### src/rtl/key_pkg.sv
// Shared definitions for the key debouncer: filter FSM encoding, default hold time
// and the counter-width helper.
package key_pkg;

  typedef enum logic [1:0] {
    IDLE   = 2'd0,
    P_FILT = 2'd1,
    DOWN   = 2'd2,
    R_FILT = 2'd3
  } filt_state_e;

  localparam int CNT_MAX_20MS = 1_000_000;

  // Never returns zero, so a CNT_MAX of 1 still yields a legal 1-bit counter.
  function automatic int cnt_width(input int cnt_max);
    return (cnt_max > 1) ? $clog2(cnt_max) : 1;
  endfunction

endpackage

### src/rtl/key_filter.sv
// Single key channel: 2-flop synchroniser, press/release hold-time FSM and
// registered level/strobe outputs.
module key_filter
  import key_pkg::*;
#(
  parameter int   CNT_MAX    = CNT_MAX_20MS,
  parameter logic KEY_ACTIVE = 1'b0
) (
  input  logic i_clk,
  input  logic i_rst_n,
  input  logic i_key,
  output logic o_state,
  output logic o_press,
  output logic o_release
);

  localparam int            CW       = cnt_width(CNT_MAX);
  localparam logic [CW-1:0] CNT_LAST = CW'(CNT_MAX - 1);

  logic [1:0]    r_sync;
  filt_state_e   r_fsm;
  logic [CW-1:0] r_cnt;
  logic          r_state;
  logic          r_press;
  logic          r_release;
  logic          w_act;

  assign w_act = (r_sync[1] == KEY_ACTIVE);

  always_ff @(posedge i_clk) begin
    if (!i_rst_n) begin
      // Synchroniser parks at the released level so a held key is re-qualified.
      r_sync    <= {2{~KEY_ACTIVE}};
      r_fsm     <= IDLE;
      r_cnt     <= '0;
      r_state   <= 1'b0;
      r_press   <= 1'b0;
      r_release <= 1'b0;
    end else begin
      r_sync    <= {r_sync[0], i_key};
      r_press   <= 1'b0;
      r_release <= 1'b0;
      case (r_fsm)
        IDLE: begin
          if (w_act) begin
            r_fsm <= P_FILT;
            r_cnt <= '0;
          end
        end
        P_FILT: begin
          if (!w_act) begin
            r_fsm <= IDLE;
            r_cnt <= '0;
          end else if (r_cnt == CNT_LAST) begin
            r_fsm   <= DOWN;
            r_cnt   <= '0;
            r_press <= 1'b1;
            r_state <= 1'b1;
          end else begin
            r_cnt <= r_cnt + CW'(1);
          end
        end
        DOWN: begin
          if (!w_act) begin
            r_fsm <= R_FILT;
            r_cnt <= '0;
          end
        end
        R_FILT: begin
          if (w_act) begin
            r_fsm <= DOWN;
            r_cnt <= '0;
          end else if (r_cnt == CNT_LAST) begin
            r_fsm     <= IDLE;
            r_cnt     <= '0;
            r_release <= 1'b1;
            r_state   <= 1'b0;
          end else begin
            r_cnt <= r_cnt + CW'(1);
          end
        end
        default: begin
          r_fsm <= IDLE;
          r_cnt <= '0;
        end
      endcase
    end
  end

  assign o_state   = r_state;
  assign o_press   = r_press;
  assign o_release = r_release;

endmodule

### src/rtl/key_debounce.sv
// Multi-channel push-button conditioner: one independent key_filter per key pin,
// sharing only clock and reset.
module key_debounce
  import key_pkg::*;
#(
  parameter int   KEY_NUM    = 4,
  parameter int   CNT_MAX    = CNT_MAX_20MS,
  parameter logic KEY_ACTIVE = 1'b0
) (
  input  logic               sys_clk,
  input  logic               sys_rst_n,
  input  logic [KEY_NUM-1:0] key_in,
  output logic [KEY_NUM-1:0] key_state,
  output logic [KEY_NUM-1:0] key_press,
  output logic [KEY_NUM-1:0] key_release
);

  genvar gi;
  generate
    for (gi = 0; gi < KEY_NUM; gi++) begin : g_key
      key_filter #(
        .CNT_MAX   (CNT_MAX),
        .KEY_ACTIVE(KEY_ACTIVE)
      ) u_filter (
        .i_clk    (sys_clk),
        .i_rst_n  (sys_rst_n),
        .i_key    (key_in[gi]),
        .o_state  (key_state[gi]),
        .o_press  (key_press[gi]),
        .o_release(key_release[gi])
      );
    end
  endgenerate

endmodule

### config.mk
export PLATFORM = sky130hd
export DESIGN_NAME = key_debounce
export DESIGN_NICKNAME = d
export VERILOG_FILES = /design/src/rtl/key_pkg.sv /design/src/rtl/key_filter.sv /design/src/rtl/key_debounce.sv
export SDC_FILE = /design/constraint.sdc
export NUM_CORES = 1
export LEC_CHECK = 0
export ABC_AREA = 1
export CORE_MARGIN = 5
export CORE_UTILIZATION = 55
export CTS_CLUSTER_DIAMETER = 50
export DETAILED_ROUTE_END_ITERATION = 8
export GPL_TIMING_DRIVEN = 0
export PLACE_DENSITY_LB_ADDON = 0.05
export SYNTH_ARGS = -nofsm -noshare
export SYNTH_HDL_FRONTEND = slang
export SYNTH_SLANG_ARGS = --single-unit
### constraint.sdc
create_clock -name sys_clk -period 1.86 [get_ports sys_clk]
set_clock_uncertainty 0.15 [all_clocks]
set_input_delay 0.372 -clock sys_clk [delete_from_list [all_inputs] [get_ports sys_clk]]
set_output_delay 0.372 -clock sys_clk [all_outputs]
set_load 0.02 [all_outputs]
==> run summary <==
The element type at the critical path end is a register. The placed wire-length estimate is slightly above 10000 um. Ranked by total cell area, the synthesized netlist is headed by dfxtp_1, nand2_1, nor2_1. The power per unit of standard cell area came out at roughly 670 nW/um2. The number of design-rule violations left by the first detailed-router iteration came out at approximately 410.

After layout, the worst setup slack is 0.0747 ns. The worst slack after detailed placement came out at -0.109 ns. The wire length on met3 is ~740 um.

The number of H-tree levels came out at 3. The number of nets in the layout came out at between 900 and 1000. The cell row count came out at 37. The number of max-slew violations in the final report came out at 0. Across the run, the number of max-cap violations was 0.

In this run the tool buffered the top-level ports with 16 buffer cells. The sequential share of the synthesized area is 0.370. The most used flip-flop cell after synthesis is dfxtp_1.

Of all flip-flops after synthesis, the portion carrying an async set or reset was 0. Of the total synthesized cell area, the portion taken by XOR and XNOR cells is 0.0165. The library cell used most frequently in the layout, excluding fill and tap cells, is nand2_1. At the worst endpoint, the arrival time is 1.88 ns.

Of the total synthesized cell area, the portion taken by full adders, half adders and majority gates is 0.00856. The first-pass iteration count of the detailed router is 5. Synthesis produced around 900 cells. The average cell area after synthesis is between 6 and 7 um2. The share of layout cells above drive strength 1 is 0.108. The share of synthesized area in the top cell type comes to 0.370. The total DRC errors in the routed layout is 0. In the layout the commonest cells are nand2_1, nor2_1, dfxtp_1. The fraction of the mapped netlist area in compound gates came out at 0.112. The floorplan die width came out at about 110 um. Routability-driven placement finished with a final weighted congestion of around 0.9. The total routing usage reported by global routing came out at 0.228. The highest clock rate is about 560 MHz. Counting along the longest clock path gives a buffer depth of 2. Of the total synthesized cell area, the portion taken by AND, OR, NAND and NOR gates is 0.404. In this run the static leakage power is approximately 2.5 nW. The total wirelength of the detailed-routed design came out at about 14000 um. The total of flip-flops plus latches after synthesis is 108. The core region is around 10000 um2. The total overflow reported by the global router came out at 0. The launch point of the critical path is g_key[2].u_filter.r_cnt[1]. Compared with the post-synthesis result, the final layout area differs by 13.5%. Measured against the total synthesized area, the mux share comes to 0. The worst slew margin relative to its limit is 0.344. The worst setup path is launched from a register. The measured slew at the worst slew-check pin came out at 0.983 ns.

At the worst endpoint, the required time is between 1.5 and 2 ns. The flow ran to the end, and the final reports show no timing, DRC or antenna violations. The via count of the first global-routing pass is around 5300. The post-route setup TNS came out at 0 ns. The count of final setup violators came out at 0. The filler-free cell count of the finished design is between 1000 and 1500.

The number of cells in the design after placement came out at ~1100. In the finished design, the share of the clock period the worst path needs comes to 0.960. The detailed router used layers up to and including met4.

The tree built by TritonCTS fans out to 108 sinks. The worst register-to-register path begins at g_key[2].u_filter.r_cnt[1]. The multi-input combinational cells in the finished layout cover a total of roughly 3300 um2.

The critical path is of the reg2reg type. The number of routed nets with antenna violations is 0. The wire length of the first global-routing pass came out at ~24000 um. The number of primary I/O pins is 18. The total via count in the routed design came out at between 5000 and 6000. The final total power came out at roughly 4.4 mW. The floorplan die height is about 110 um. The tree is rooted in a clkbuf_8. The clock insertion delay at the later pin of the skew report came out at 0.38 ns. The final critical-path required period came out at around 1.8 ns.

The floorplan step defined a die boundary enclosing approximately 13000 um2. The synthesized design contains 0 enable-type register cells. The register cell area after layout is 2170 um2.

The wire length on met1 came out at approximately 6600 um. Across the VDD grid, the largest voltage drop is approximately 0.52 mV. The mapped cell area is ~5800 um2. The starting density of the core came out at 0.564.

The number of clock buffers added by TritonCTS is 9. The pin count of the biggest net entering global routing came out at 17. Synthesis instantiated 44 different standard cells from the library. The number of antenna violations at the first check in global routing came out at 0.

Counting every net in the synthesized netlist gives about 910. The worst-path maximum fanout came out at 10. The Yosys step of the flow raised 0 warnings. The repair_antennas step left the layout with diodes totalling 0. The clock slew at the register clock pins of the worst setup and hold paths is approximately 0.1 ns. Using the TritonRoute via totals, the vias-per-cell ratio works out to 5.32. After synthesis, the largest family of logic cells by area is simple AND/OR/NAND/NOR gates. The filler cell count in the final layout is slightly below 1000. The startpoint of the tightest hold check path is sys_rst_n.

TritonCTS built the clock tree. The largest total area in the synthesized netlist belongs to dfxtp_1. After detailed routing, the average wire length per cell comes to approximately 13 um. The number of hold-slack violations in the final timing report came out at 0. The total length of routed met2 wires is 6950 um. The min-delay analysis places its worst path in the category in2reg.
## critical path, cell delays in order (launching register included)
cell	delay [ns]
dfxtp_1	0.37
ha_2	0.21
nand3_2	0.13
nor3_4	0.24
nand3_4	0.16
nand2_4	0.13
inv_2	0.10
nand2_1	0.09
a21oi_1	0.06
## cell type report
| type | count | area share |
|---|---|---|
| multi-input combinational | 675 | 0.495 |
| sequential | 108 | 0.328 |
| inverter | 90 | 0.0518 |
| timing repair buffer | 29 | 0.0366 |
| buffer | 30 | 0.0270 |
| tap | 136 | 0.0256 |
| clock buffer | 10 | 0.0207 |
| clock inverter | 5 | 0.0151 |
## kinds of logic after synthesis
kind of cell | after synthesis
and+or+nand+nor | 540
buffers and inverters | 121
AOI/OAI and AO/OA | 119
DFF | 108
xor gates and xnor gates | 11
adders and majority gates | 4
## Yosys cell counts (2+ instances only)
| cell | n |
|---|---|
| nand2_1 | 274 |
| nor2_1 | 121 |
| dfxtp_1 | 108 |
| inv_1 | 84 |
| nand3_1 | 68 |
| a21oi_1 | 63 |
| o21ai_0 | 35 |
| nor3_1 | 18 |
| nand4_1 | 16 |
| buf_4 | 12 |
| clkbuf_1 | 11 |
| or2_2 | 11 |
| o21a_1 | 9 |
| nand3b_1 | 6 |
| xnor2_1 | 6 |
| o21bai_1 | 5 |
| xor2_1 | 5 |
| buf_2 | 4 |
| ha_1 | 4 |
| nand2_2 | 4 |
| inv_2 | 3 |
| nand2_4 | 3 |
| nor2_2 | 3 |
| and2_0 | 2 |
| and3_1 | 2 |
| buf_1 | 2 |
| buf_6 | 2 |
| clkinv_1 | 2 |
| nand3_4 | 2 |
| nor3b_1 | 2 |
| o211ai_1 | 2 |
| o22ai_1 | 2 |
## final timing paths
path,endpoint,slack (ns),depth (start not counted)
worst max-delay path,g_key[2].u_filter.r_cnt[17],0.07,8
worst min-delay path,g_key[2].u_filter.o_press,0.26,3
worst max register to register,g_key[2].u_filter.r_cnt[17],0.07,8
worst min register to register,g_key[1].u_filter.r_sync[1],0.27,1
## power by group
| group | internal, mW | leakage, nW | switching, mW | total (mW) |
|---|---|---|---|---|
| Sequential | 2.33 | 0.876 | 0.0180 | 2.35 |
| Combinational | 0.0864 | 1.49 | 0.258 | 0.345 |
| Clock | 0.920 | 0.122 | 0.800 | 1.72 |
| Total | 3.34 | 2.48 | 1.08 | 4.42 |
## stage by stage
stage                      util  hold WS (ns)  area, um2
final                     0.640         0.261       6640
after global routing      0.640         0.258       6640
after CTS                 0.624         0.241       6470
after detailed placement  0.596         0.248       6180
after global placement    0.596         0.248       6180
after floorplan               -         0.243       5850
## routing by layer
layer / track usage / vias up
li1: - / 2958
met1: 0.301 / 2665
met5: 0 / -
met2: 0.378 / 131
met3: 0.0396 / 7
met4: 0.0745 / 0
## flip-flops by register name (all words and copies together), names as in the netlist, named ones only
register                  count
g_key.u_filter.o_press        4
g_key.u_filter.o_release      4
g_key.u_filter.o_state        4
g_key.u_filter.r_cnt         80
g_key.u_filter.r_fsm          4
g_key.u_filter.r_sync         8
## timing repair
item / CTS / global route
setup endpoints to repair: 55 / 61
setup buffers: 5 / 8
gates cloned: 0 / 1
endpoints found under the hold margin: 0 / 0
hold buffers: 0 / 0
gates resized for setup: 19 / 31
pin swaps: 4 / 7
No activity file was read; power rests on OpenSTA's default activity.
